`src/rtl/opcode_enc32_rr.sv`:
```
// opcode_enc32_rr: collects one-hot request strobes into a pending set and
// emits each outstanding line as a binary code over a valid/ready handshake.
// Lines are served round-robin, starting at the line after the last grant.
module opcode_enc32_rr #(
  parameter int NUM_IN = 32,
  parameter int CODE_W = 5
) (
  input  logic              clk,
  input  logic              rst_n,
  input  logic [NUM_IN-1:0] req_in,
  output logic [CODE_W-1:0] code_out,
  output logic              code_valid,
  input  logic              code_ready,
  output logic [NUM_IN-1:0] pending,
  output logic              overflow,
  output logic              busy
);

  logic [CODE_W-1:0] ptr;
  logic [CODE_W-1:0] win;
  logic [CODE_W-1:0] idx;
  logic              found;
  logic              stage_free;
  logic              grant;
  logic [NUM_IN-1:0] grant_mask;

  // Round-robin search over the registered pending set, starting at ptr.
  // ptr is CODE_W bits wide, so ptr + i wraps modulo NUM_IN on its own.
  always_comb begin
    found = 1'b0;
    win   = '0;
    idx   = '0;
    for (int i = 0; i < NUM_IN; i++) begin
      idx = ptr + CODE_W'(i);
      if (!found && pending[idx]) begin
        found = 1'b1;
        win   = idx;
      end
    end
  end

  assign stage_free = !code_valid || code_ready;
  assign grant      = stage_free && found;
  assign grant_mask = grant ? (NUM_IN'(1) << win) : '0;
  assign busy       = (|pending) || code_valid;

  // Pending set, output stage, overflow pulse and rr pointer.
  // A new strobe on the line being granted re-arms it rather than being lost.
  always_ff @(posedge clk) begin
    if (!rst_n) begin
      pending    <= '0;
      code_out   <= '0;
      code_valid <= 1'b0;
      overflow   <= 1'b0;
      ptr        <= '0;
    end else begin
      pending  <= (pending & ~grant_mask) | req_in;
      overflow <= |(req_in & pending & ~grant_mask);
      if (grant) begin
        code_out   <= win;
        code_valid <= 1'b1;
        ptr        <= win + CODE_W'(1);
      end else if (stage_free) begin
        code_valid <= 1'b0;
      end
    end
  end

endmodule

```
`config.mk`:
```
export PLATFORM = sky130hd
export DESIGN_NAME = opcode_enc32_rr
export DESIGN_NICKNAME = d
export VERILOG_FILES = /design/src/rtl/opcode_enc32_rr.sv
export SDC_FILE = /design/constraint.sdc
export NUM_CORES = 1
export LEC_CHECK = 0
export ABC_AREA = 1
export BUFFER_PORTS_ARGS = -buffer_cell sky130_fd_sc_hd__clkbuf_2
export CAP_MARGIN = 40
export CORE_ASPECT_RATIO = 1.1
export CORE_MARGIN = 1
export CORE_UTILIZATION = 30
export DETAILED_ROUTE_END_ITERATION = 8
export PLACE_DENSITY_LB_ADDON = 0.08
export SYNTH_ARGS = -nofsm -noshare
export SYNTH_HDL_FRONTEND = slang
export SYNTH_SLANG_ARGS = --single-unit
```
`constraint.sdc`:
```
create_clock -name clk -period 6 [get_ports clk]
set_clock_uncertainty 0.05 [all_clocks]
set_input_delay 1.5 -clock clk [delete_from_list [all_inputs] [get_ports clk]]
set_output_delay 1.5 -clock clk [all_outputs]
set_load 0.005 [all_outputs]
```
==> run summary, run 1 <==
The detailed-route via count came out at 9107. By count the netlist is led by 365 x nand2_1, 208 x nand3_1, 127 x inv_1. The async set or reset register ratio after synthesis is 0. The run finished, with violations left. The total clock sinks came out at 44. The startpoint identified for the worst register-to-register timing path is ptr[0]$_SDFFE_PN0P_.

The share of post-route cells with drive strength above 1 is 0.4065. CTS built an H-tree with a depth of 2. The via count of the first global-routing pass was 8407. The count of max-cap constraint violations came out at 0. TritonCTS built the clock tree. The floorplan step defined a die boundary enclosing 21600 µm². The total number of yosys warnings is 0.

A synthesized cell averages ~5.3 µm². The worst setup margin came out at -0.2849 ns. The estimated wirelength of the detail-placed design is 25750 µm. The DRC violation count after routing is 0.

Yosys mapped a number of flops with a built-in enable equal to 0. The count of hold buffers inserted by post-cts repair is 0. The die width came out at 140.2 µm. The largest fanout on the critical path came out at 8. Clock tree synthesis selected as its root buffer the cell clkbuf_16. The cell depth of the worst flop-to-flop path is 50. The sum of negative setup slack came out at -0.4204 ns. The capturing point of the worst reg2reg path is overflow$_SDFF_PN0_. The critical path in this run is classified as flip-flop to output pin. TritonCTS created 5 clock buffers. Setup violations remaining at the end of the flow were counted as 3. The die height is 154.1 µm. The post-placement cell count came out at between 1500 and 2000. The final weighted congestion in routability-driven placement came out at 1.021. The library cell appearing most often on the critical path is nor2_4. The average via count per standard cell came out at 5.071. The post-synthesis cell count is about 1200. The worst hold path class is flip-flop to flip-flop. The worst setup path is launched from a flip-flop. The largest buffer count on any clock path is 2.

The placeable core region came out at 20580 µm². The pre-antenna-repair detailed-routing pass consisted of 6 iterations. The most critical setup path has its startpoint at ptr[0]$_SDFFE_PN0P_.

The capture point of the critical path is busy. For this run, the slowest stage of the critical path takes ~0.40 ns. The most used flip-flop cell after synthesis is dfxtp_1. Of the available clock period, the critical path in the final layout requires 1.047. After synthesis the cells add up to 6306 µm². The hold violation count in the final report was 0.

The actual transition at the worst max-transition pin came out at 0.6443 ns. The CTS clock-pin slew for the worst setup and hold paths is 0.07 ns. In this run, synthesis produced a sequential element count of 44. The setup check on the worst reg-to-reg path leaves a slack of -0.13 ns. The maximum number of pins on one net before global-route repair came out at 39. Setup repair after global routing could not meet its margin everywhere.

The final antenna-violating net count came out at 0. When the netlist entered floorplanning its net count stood at 1232. The routed wire length came out at about 32000 µm.

The first-pass GRT wire length is 47740 µm. The number of antenna violations at the first check in global routing came out at 0. After global routing the overflow that remains totals 0. The number of primary I/O pins came out at 75. Across every metal layer, demand over resource in global routing totals 0.2921. The max-slew violation count is 0.

The checks that failed: negative setup slack. The detailed router finished its first iteration with 603 violations. The initial core utilization came out at 0.3065. The minimum clock period is around 6.3 ns. The area growth from synthesis to final layout is 67.38%. For this run, the post-layout net count is about 1600.

The number of antenna cells inserted is 0. The number of different library cells used by synthesis comes to 46. The worst pin sits at a relative slew slack of 0.5685.

Ranked by total cell area, the synthesized netlist is headed by nand2_1 22%, nand3_1 17%, dfxtp_1 14%. The top achievable clock speed is 0.1591 GHz. Summed over all instances, the cell type with the most area after synthesis is nand2_1. The worst endpoint data arrival time is 4.73 ns.

Of the synthesized area, sequential elements account for 0.1397. nand2_1 is the most common cell in the netlist. The worst path required time came out at 4.45 ns. The share of synthesized area in the top cell type comes to 0.2173. The number of placement rows came out at 55. The number of port buffers is 74. The insertion delay to the later sink of the worst-skew pair came out at 0.29 ns. The slowest stage of the critical path is the dfxtp_4 cell. After detailed routing, the average wire length per cell comes to 17.93 µm. The worst setup path is captured at an output pin. The count of placed standard cells in the final layout, fillers left out is roughly 1800. The tightest hold margin came out at approximately 0.47 ns.
logic make-up after synthesis:
kind of cell    share of synthesized area
fa+ha+maj                         0.03373
buf+inv                            0.1222
simple gates                       0.5377
mux                              0.001587
xor+xnor                          0.02857
flops                              0.1397
compound gates                     0.1365
placed cells by master, fill, tap and decap left out, types with 6 or more instances in the layout:
cell type,n
a21oi_1,39
a21oi_2,20
buf_12,7
buf_4,282
buf_6,20
clkbuf_16,7
clkbuf_2,74
dfxtp_1,41
ha_1,6
ha_4,8
inv_1,120
inv_2,18
nand2_1,342
nand2_2,31
nand3_1,152
nand3_2,50
nand3_4,11
nand4_1,27
nor2_1,80
nor2_2,26
nor2_4,16
o21ai_0,54
o21ai_2,7
o22ai_1,7
xor2_1,10
per-layer routing:
| metal | share of wire | vias to the layer above | track usage |
|---|---|---|---|
| li1 | - | 4586 | - |
| met3 | 0.038 | 61 | 0.01526 |
| met2 | 0.49 | 275 | 0.5210 |
| met5 | 0 | - | 0 |
| met1 | 0.43 | 4185 | 0.3671 |
| met4 | 0.042 | 0 | 0.1141 |
cell type report:
class                           count  area [µm²]
Fill cell                        2163       10020
Multi-Input combinational cell    949        5584
Timing Repair Buffer              392        3038
Sequential cell                    44       892.1
Inverter                          147       570.5
Tap cell                          256       320.3
Clock buffer                        7       142.6
Clock inverter                      1       7.507
worst max-delay path: cells and delay by family (launching register included):
kind	cells	cell delay, ns
simple gates	28	3.30
buf+inv	5	0.44
flops	1	0.40
fa+ha+maj	1	0.32
sequential cells by signal (all words and copies together) (netlist names):
register / flops
ptr: 5
code_valid: 1
code_out: 5
overflow: 1
pending: 32
through the flow:
step                        util  cell area (µm²)  setup WS (ns)
final                     0.5130            10560        -0.2849
after CTS                 0.4701             9672        -0.2731
after global routing      0.5130            10560        -0.5974
after global placement    0.4251             8746        -0.3574
after floorplan                -             6322       -0.01893
after detailed placement  0.4251             8746        -0.4257
timing repair:
item                       4_1_cts  5_1_grt
setup endpoints to repair       22       38
gates resized for setup         98      157
gates cloned                     3        3
buffers inserted                38       24
pin swaps                       22       53
worst min path at each step:
stage | startpoint | endpoint | slack [ns] | cells past startpoint
after detailed placement | code_valid$_SDFFE_PN0P_ | code_valid$_SDFFE_PN0P_ | 0.46 | 2
after global routing | code_valid$_SDFFE_PN0P_ | code_valid$_SDFFE_PN0P_ | 0.53 | 2
final | code_valid$_SDFFE_PN0P_ | code_valid$_SDFFE_PN0P_ | 0.47 | 2
after global placement | code_valid$_SDFFE_PN0P_ | code_valid$_SDFFE_PN0P_ | 0.47 | 2
after floorplan | code_valid$_SDFFE_PN0P_ | code_valid$_SDFFE_PN0P_ | 0.46 | 2
after CTS | code_valid$_SDFFE_PN0P_ | code_valid$_SDFFE_PN0P_ | 0.47 | 2
Power of run 1 is left out: the tool's default activity adds up to more than one toggle a clock period on the data nets, which glitch-free logic cannot reach.
==> run 2: changes to the inputs <==
- CORE_UTILIZATION: 30 -> 48
==> run 2 against run 1 <==
  * The flow still finishes with violations (negative setup slack)
  * First-iteration DRC count up 56%
  * Critical path depth rose by 3
  * Hold slack better by 0.0016 ns
  * Via count increased by 4.3%
==> run summary, run 2 (same netlist as run 1, synthesis figures left out) <==
The count of hold buffers inserted by post-cts repair is 0 (unchanged). The number of antenna cells inserted is 0 (unchanged). The worst endpoint data arrival time is 4.90 ns (+0.17 ns). The number of clock buffers inserted by TritonCTS is 5 (unchanged). The tree is rooted in a clkbuf_16. The setup slack after placement came out at -0.3053 ns (+0.1204 ns).

The register with the most flip-flops in the final layout is pending. Setup repair after global routing could not meet its margin everywhere. The top achievable clock speed is 0.1550 GHz (-2.6%). The worst hold path class is flip-flop to flip-flop. The actual transition at the worst max-transition pin is 0.6922 ns (+0.04789 ns).

The die width was 111.3 µm (-21%). The max-slew violation count came out at 0 (unchanged). The insertion delay to the later sink of the worst-skew pair is 0.29 ns (about the same). The total clock sinks came out at 44 (unchanged).

The initial core utilization is 0.4966 (+0.1902). The routed length per instance came out at 18.52 µm (+3.3%). The die height is 122.2 µm (-21%).

The number of placement rows is 43 (-22%). The hold violation count in the final report is 0 (unchanged). The violation count after the first detailed-route iteration was 943 (+56%).

The worst path required time came to 4.45 ns (about the same). The post-placement cell count came out at 1589 (-7.9%). The clock tree from TritonCTS is yes. The minimum clock period was 6.450 ns (+0.1652 ns). The number of antenna violations at the first check in global routing came out at 0 (unchanged). The maximum number of pins on one net before global-route repair was 44 (+13%). The routed wire length came to 30180 µm (-6.3%). The average via count per standard cell came out at 5.829 (+15%). The post-route clock period utilization came out at 1.075 (+0.02753). The global-route congestion overflow total is 0 (unchanged). The number of iterations in the first detailed-routing pass came out at 7 (+1). The worst setup margin is -0.4500 ns (-0.1652 ns). The final antenna-violating net count is 0 (unchanged). The critical path class is flip-flop to output pin. The count of placed standard cells in the final layout, fillers left out is 1630 (-9.2%). The number of flip-flops in the largest register came to 32 (unchanged). The final weighted congestion in routability-driven placement came out at 1.085 (+6.3%). The area growth from synthesis to final layout is 52.90%. The largest fanout on the critical path is 6 (-2). The count of max-cap constraint violations is 0 (unchanged).

In the layout the commonest cells are 348 x nand2_1, 232 x buf_4, 170 x nand3_1, 119 x inv_1, 81 x nor2_1. STA classifies the critical path endpoint as an output pin. The worst stage delay on the critical path is 0.37 ns (-0.03 ns). The total routing resource utilization after global routing was 0.4130 (+0.1209). The largest buffer count on any clock path is 2 (unchanged).

The worst-path cell with the longest stage delay is dfxtp_2. The estimated wirelength of the detail-placed design is 23010 µm (-11%). The checks that failed: negative setup slack. The critical path launch point type is a flip-flop.

The number of primary I/O pins is 75 (unchanged). The share of post-route cells with drive strength above 1 was 0.3503 (-0.05619). The run finished, with violations left.

The placeable core region came to 12700 µm² (-38%). The number of port buffers came to 74 (unchanged). The CTS clock-pin slew for the worst setup and hold paths is 0.06 ns (about the same). The area of the die is 13600 µm² (-37%).

The largest registers in the layout are pending x32, code_out x5, ptr x5. The final setup violation count is 4 (+1). In this design, the critical path's most frequently occurring cell is nand2_2. The headroom to the max-slew limit is 0.5379 (-0.03059). The detailed-route via count is 9501 (+4.3%). The net count of the finished layout came out at 1524 (-4.2%).

The via count of the first global-routing pass came out at 8363 (-0.52%). The first-pass GRT wire length came to 43060 µm (-9.8%). Leaving out fill and tap cells, the most frequent cell in the layout is nand2_1.

The DRC violation count after routing was 0 (unchanged). The H-tree depth reported by CTS came out at 2 (unchanged).
run 2: routing by layer:
layer / GRT usage / part of all wire / vias to the layer above
met1: 0.4528 / 0.36 / 4242
met4: 0.3057 / 0.090 / 0
li1: - / - / 4445
met5: 0 / 0 / -
met2: 0.7379 / 0.47 / 612
met3: 0.05531 / 0.083 / 202
run 2: area by class of cell:
| cell class | instances | area [µm²] |
|---|---|---|
| clock buffers | 6 | 128.9 |
| clock inverters | 2 | 35.03 |
| fillers | 1043 | 3055 |
| inverters | 147 | 566.8 |
| multi-input cells | 948 | 5398 |
| flip-flops and latches | 44 | 887.1 |
| well taps | 157 | 196.4 |
| repair buffers | 326 | 2430 |
run 2: worst max-delay path, delay by kind of cell (launching register included):
| kind | cells | cell delay [ns] |
|---|---|---|
| buffers and inverters | 7 | 0.54 |
| and+or+nand+nor | 29 | 3.41 |
| DFF | 1 | 0.37 |
| adders and majority gates | 1 | 0.29 |
run 2: final timing paths:
check,end,startpoint,depth (start not counted),slack (ns)
worst max-delay path,busy,ptr[1]$_SDFFE_PN0P_,37,-0.45
worst max register to register,overflow$_SDFF_PN0_,ptr[1]$_SDFFE_PN0P_,48,-0.11
worst min-delay path,code_valid$_SDFFE_PN0P_,code_valid$_SDFFE_PN0P_,2,0.48
worst min register to register,code_valid$_SDFFE_PN0P_,code_valid$_SDFFE_PN0P_,2,0.48
run 2: timing repair:
action / CTS / global route
gates resized for setup: 24 / 171
endpoints found under the setup margin: 21 / 35
pin swaps: 16 / 76
buffers inserted: 10 / 20
cloned: 0 / 3
run 2: per-stage QoR:
stage	cell area (µm²)	TNS [ns]	hold WS [ns]	utilization
detailed placement	8349	-1.996	0.4637	0.6576
floorplan	6322	-0.01893	0.4600	-
global placement	8349	-1.106	0.4571	0.6576
finish	9642	-0.6373	0.4751	0.7594
global route	9642	-3.388	0.5361	0.7594
CTS	8673	-0.5425	0.4724	0.6831
Power of run 2 is left out for the same reason.
==> run 3: changes to the inputs <==
- CELL_PAD_IN_SITES_DETAIL_PLACEMENT: unset -> 1
- CELL_PAD_IN_SITES_GLOBAL_PLACEMENT: unset -> 1
- CORE_UTILIZATION: 48 -> 37
==> run 3 against run 2 <==
  * The flow now stops in global routing (5_1_grt)
  * Synthesized cell count stayed put
  * Synthesized area stayed put
==> run summary, run 3 <==
The flow did not finish. The run ended at global routing (5_1_grt). The first error in the log reads "[ERROR GRT-0232] Routing congestion too high. Check the congestion heatmap in the GUI". The final weighted congestion in routability-driven placement is 1.040 (-4.1%). The H-tree depth reported by CTS is 2 (unchanged).

The number of clock buffers inserted by TritonCTS came out at 5 (unchanged). The global-route congestion overflow total is 98. The largest buffer count on any clock path is 2 (unchanged). The number of placement rows was 49 (+14%). The total routing resource utilization after global routing came out at 0.7424. By instance count, the leading cell after synthesis is nand2_1.

The fraction of the yosys area taken by sequential cells came out at 0.1397 (unchanged). Sorting the synthesized cells by how often they occur yields 365 x nand2_1, 208 x nand3_1, 127 x inv_1. Entering global routing, the biggest net connects 40 pins. The proportion of netlist area held by the largest area contributor was 0.2173 (unchanged). The unique cell type count in the Yosys netlist is 46 (unchanged).

The async set or reset register ratio after synthesis is 0 (unchanged). CTS placed an instance of clkbuf_16 at the clock tree root. The initial core utilization came to 0.3824 (-0.1143).

The number of port buffers is 74 (unchanged). The die height came out at 138.9 µm (+14%). In the global-route stage, repair_timing last flagged the worst endpoint as busy. The number of flops mapped to enable cells by yosys came to 0 (unchanged). The estimated wirelength of the detail-placed design came out at 27990 µm (+22%). After the last repair the worst path ends at a primary output.

The total clock sinks is 44 (unchanged). The number of primary I/O pins is 75 (unchanged). The total number of yosys warnings is 0 (unchanged). The biggest area contributor in the post-synthesis netlist is nand2_1. The synthesized cell area came out at 6306 µm² (unchanged). The die width came out at 126.5 µm (+14%). The post-synthesis cell count is 1180 (unchanged). In the synthesized netlist the dominant register cell turns out to be dfxtp_1. The mean cell area of the mapped netlist is 5.344 µm² (unchanged).

The post-synthesis sequential element count is 44 (unchanged). The total nets after synthesis came out at 1232 (unchanged). By area the synthesized netlist is led by nand2_1 22%, nand3_1 17%, dfxtp_1 14%.
-- run 3: cell counts after synthesis --
Identical to the previous run, type by type.
-- run 3: logic make-up after synthesis --
family                     after synthesis  synth area share
AOI/OAI and AO/OA                      156            0.1365
xor gates and xnor gates                18           0.02857
adders and majority gates               17           0.03373
buffers and inverters                  188            0.1222
DFF                                     44            0.1397
muxes                                    1          0.001587
and+or+nand+nor                        756            0.5377
-- run 3: metrics by stage --
step                      worst slack (ns)   TNS, ns  instance area, µm²    util  cells
after floorplan                   -0.01893  -0.01893                6322       -   1180
after global placement             -0.2421   -0.6073                8791  0.5330   1682
after CTS                          -0.3796   -0.6266                9792  0.5937   1722
after detailed placement           -0.4729    -4.796                8791  0.5330   1682
-- run 3: what timing repair did --
action                                  in CTS
gates resized for setup                    142
hold buffers                                 0
gates cloned                                 2
buffers inserted                            38
endpoints found under the setup margin      31
pin swaps                                   49
-- run 3: per-layer routing --
| layer | GRT usage | overflow |
|---|---|---|
| met5 | 0.1120 | 1 |
| met4 | 0.7673 | 38 |
| met3 | 0.5521 | 6 |
| met2 | 0.9500 | 51 |
| met1 | 0.7341 | 2 |
==> run 4: changes to the inputs <==
- CELL_PAD_IN_SITES_DETAIL_PLACEMENT: 1 -> unset
- CELL_PAD_IN_SITES_GLOBAL_PLACEMENT: 1 -> unset
- CORE_ASPECT_RATIO: 1.1 -> unset
- CORE_UTILIZATION: 37 -> 33
- PLACE_DENSITY_LB_ADDON: 0.08 -> 0.15
- clock period: 6 -> 7.8 ns (I/O delays scaled with it)
==> run 4 against run 3 <==
  * The run now ends clean
==> run summary, run 4 (same netlist as run 1, synthesis figures left out) <==
0 antenna diodes ended up in the layout. The hold violation count in the final report came to 0. The via count of the first global-routing pass is 7133.

The sum of negative setup slack came out at 0 ns. On the worst path, the slowest cell contributes a delay of 0.40 ns. The number of primary I/O pins came to 75 (unchanged).

The worst register-to-register path has a setup slack of 0.93 ns. The share of post-route cells with drive strength above 1 came out at 0.1486. The first-pass GRT wire length is 40730 µm.

In the layout the commonest cells are 362 x nand2_1, 208 x nand3_1, 127 x inv_1, 102 x nor2_1, 74 x clkbuf_2. The die width is 140.2 µm (+11%). The critical path starts at ptr[1]$_SDFFE_PN0P_. The estimated wirelength of the detail-placed design is 21590 µm (-23%). The largest buffer count on any clock path is 2 (unchanged).

The headroom to the max-slew limit came out at 0.5217. TritonCTS built the clock tree. The maximum number of pins on one net before global-route repair came out at 44.

The post-route clock period utilization came out at 0.9426. The number of port buffers is 74 (unchanged). In this run, the number of DRC markers left after iteration 0 of detailed routing was 676. The die height came out at 140.2 µm (+0.95%). The total clock sinks is 44 (unchanged). The routed length per instance came out at around 18 µm. The root buffer cell chosen for the clock tree is clkbuf_16. The area growth from synthesis to final layout is 14.50%. The worst hold path belongs to the class flip-flop to flip-flop.

The number of placement rows is 50 (+2.0%). The minimum clock period came out at 7.352 ns. pending holds more flip-flops than any other register.

The worst setup path is launched from a flip-flop. For this run, design rule violations remaining after detail routing come to 0. The initial core utilization came out at 0.3371 (-0.04524). The count of hold buffers inserted by post-cts repair was 0 (unchanged). The final weighted congestion in routability-driven placement came out at 0.9901 (-4.8%). Setup repair after global routing left no endpoint under its margin.

The die covers 19670 µm². The largest fanout on the critical path is 29. The commonest non-fill, non-tap cell in the layout is nand2_1. The worst endpoint data arrival time came out at 5.35 ns.

Wires add up to between 20000 and 30000 µm. The final-layout fill cell count is 2132. The first TritonRoute pass finished after 5 iterations. The H-tree depth reported by CTS is 2 (unchanged). For the worst setup path, the data required time is ~5.8 ns. The critical path is of the flip-flop to output pin type. The global-route congestion overflow total is 0. Using the TritonRoute via totals, the vias-per-cell ratio works out to 5.327. The worst-path cell with the longest stage delay is a31oi_1. The placeable core region came out at 18710 µm². The worst register-to-register path begins at ptr[1]$_SDFFE_PN0P_. The register with the most flip-flops in the layout has 32 of them.

The final layout contains 1303 nets. In the final layout, the registers with the most flip-flops are pending x32, code_out x5, ptr x5. The run finished with clean final reports. The count of max-cap constraint violations came out at 0. The max-slew violation count came out at 0.

Derived from the worst setup path, the maximum achievable clock frequency is 0.1360 GHz. The total routing resource utilization after global routing came out at 0.2733. In this run the most critical hold path is launched from code_valid$_SDFFE_PN0P_. The number of antenna violations at the first check in global routing came out at 0. The sort of element at the end of the critical path is an output pin. The detailed-route via count is 7916. The insertion delay to the later sink of the worst-skew pair is 0.29 ns.

The count of nets left with antenna violations once routing finished came out at 0. The CTS clock-pin slew for the worst setup and hold paths is around 0.060 ns. Setup violations remaining at the end of the flow were counted as 0. The number of clock buffers inserted by TritonCTS came to 5 (unchanged).

The actual transition at the worst max-transition pin came out at 0.7111 ns.
run 4: metal layers:
| layer | track usage | share of wire | up-vias |
|---|---|---|---|
| li1 | - | - | 4011 |
| met1 | 0.3603 | 0.45 | 3546 |
| met5 | 0 | 0 | - |
| met3 | 0.04068 | 0.070 | 52 |
| met2 | 0.4411 | 0.44 | 307 |
| met4 | 0.1197 | 0.040 | 0 |
run 4: timing repair:
| item | CTS | global route |
|---|---|---|
| hold endpoints to repair | 0 | 0 |
| resized for setup | 0 | 22 |
| setup buffers | 0 | 13 |
| setup endpoints to repair | 0 | 1 |
run 4: cell type report:
class	count	area, µm²	share of cell area
sequential	44	884.6	0.1225
multi-input combinational	948	4715	0.6529
timing repair buffer	105	625.6	0.08664
tap	234	292.8	0.04055
inverter	147	554.3	0.07676
clock inverter	2	10.01	0.001386
clock buffer	6	138.9	0.01923
run 4: path summary, 6_finish.rpt:
path	depth (start not counted)	endpoint
setup / recovery	33	busy
hold / removal	2	code_valid$_SDFFE_PN0P_
setup reg to reg	36	overflow$_SDFF_PN0_
hold reg to reg	2	code_valid$_SDFFE_PN0P_
run 4: per-stage QoR:
stage	worst slack, ns	cells	hold WS (ns)	util	area, µm²
floorplan	1.012	1180	0.4600	-	6306
global placement	0.3814	1465	0.4714	0.3681	6885
detailed placement	0.3620	1465	0.4763	0.3681	6885
CTS	0.03936	1473	0.4845	0.3761	7034
global route	0.02865	1486	0.5198	0.3860	7221
finish	0.4479	1486	0.4766	0.3860	7221
run 4: critical path: cells and delay by family (launching register included):
family | cells | cell delay [ns]
DFF | 1 | 0.33
buffers and inverters | 6 | 0.85
and+or+nand+nor | 25 | 3.16
AOI/OAI and AO/OA | 1 | 0.40
adders and majority gates | 1 | 0.32
Power of run 4 is left out for the same reason.
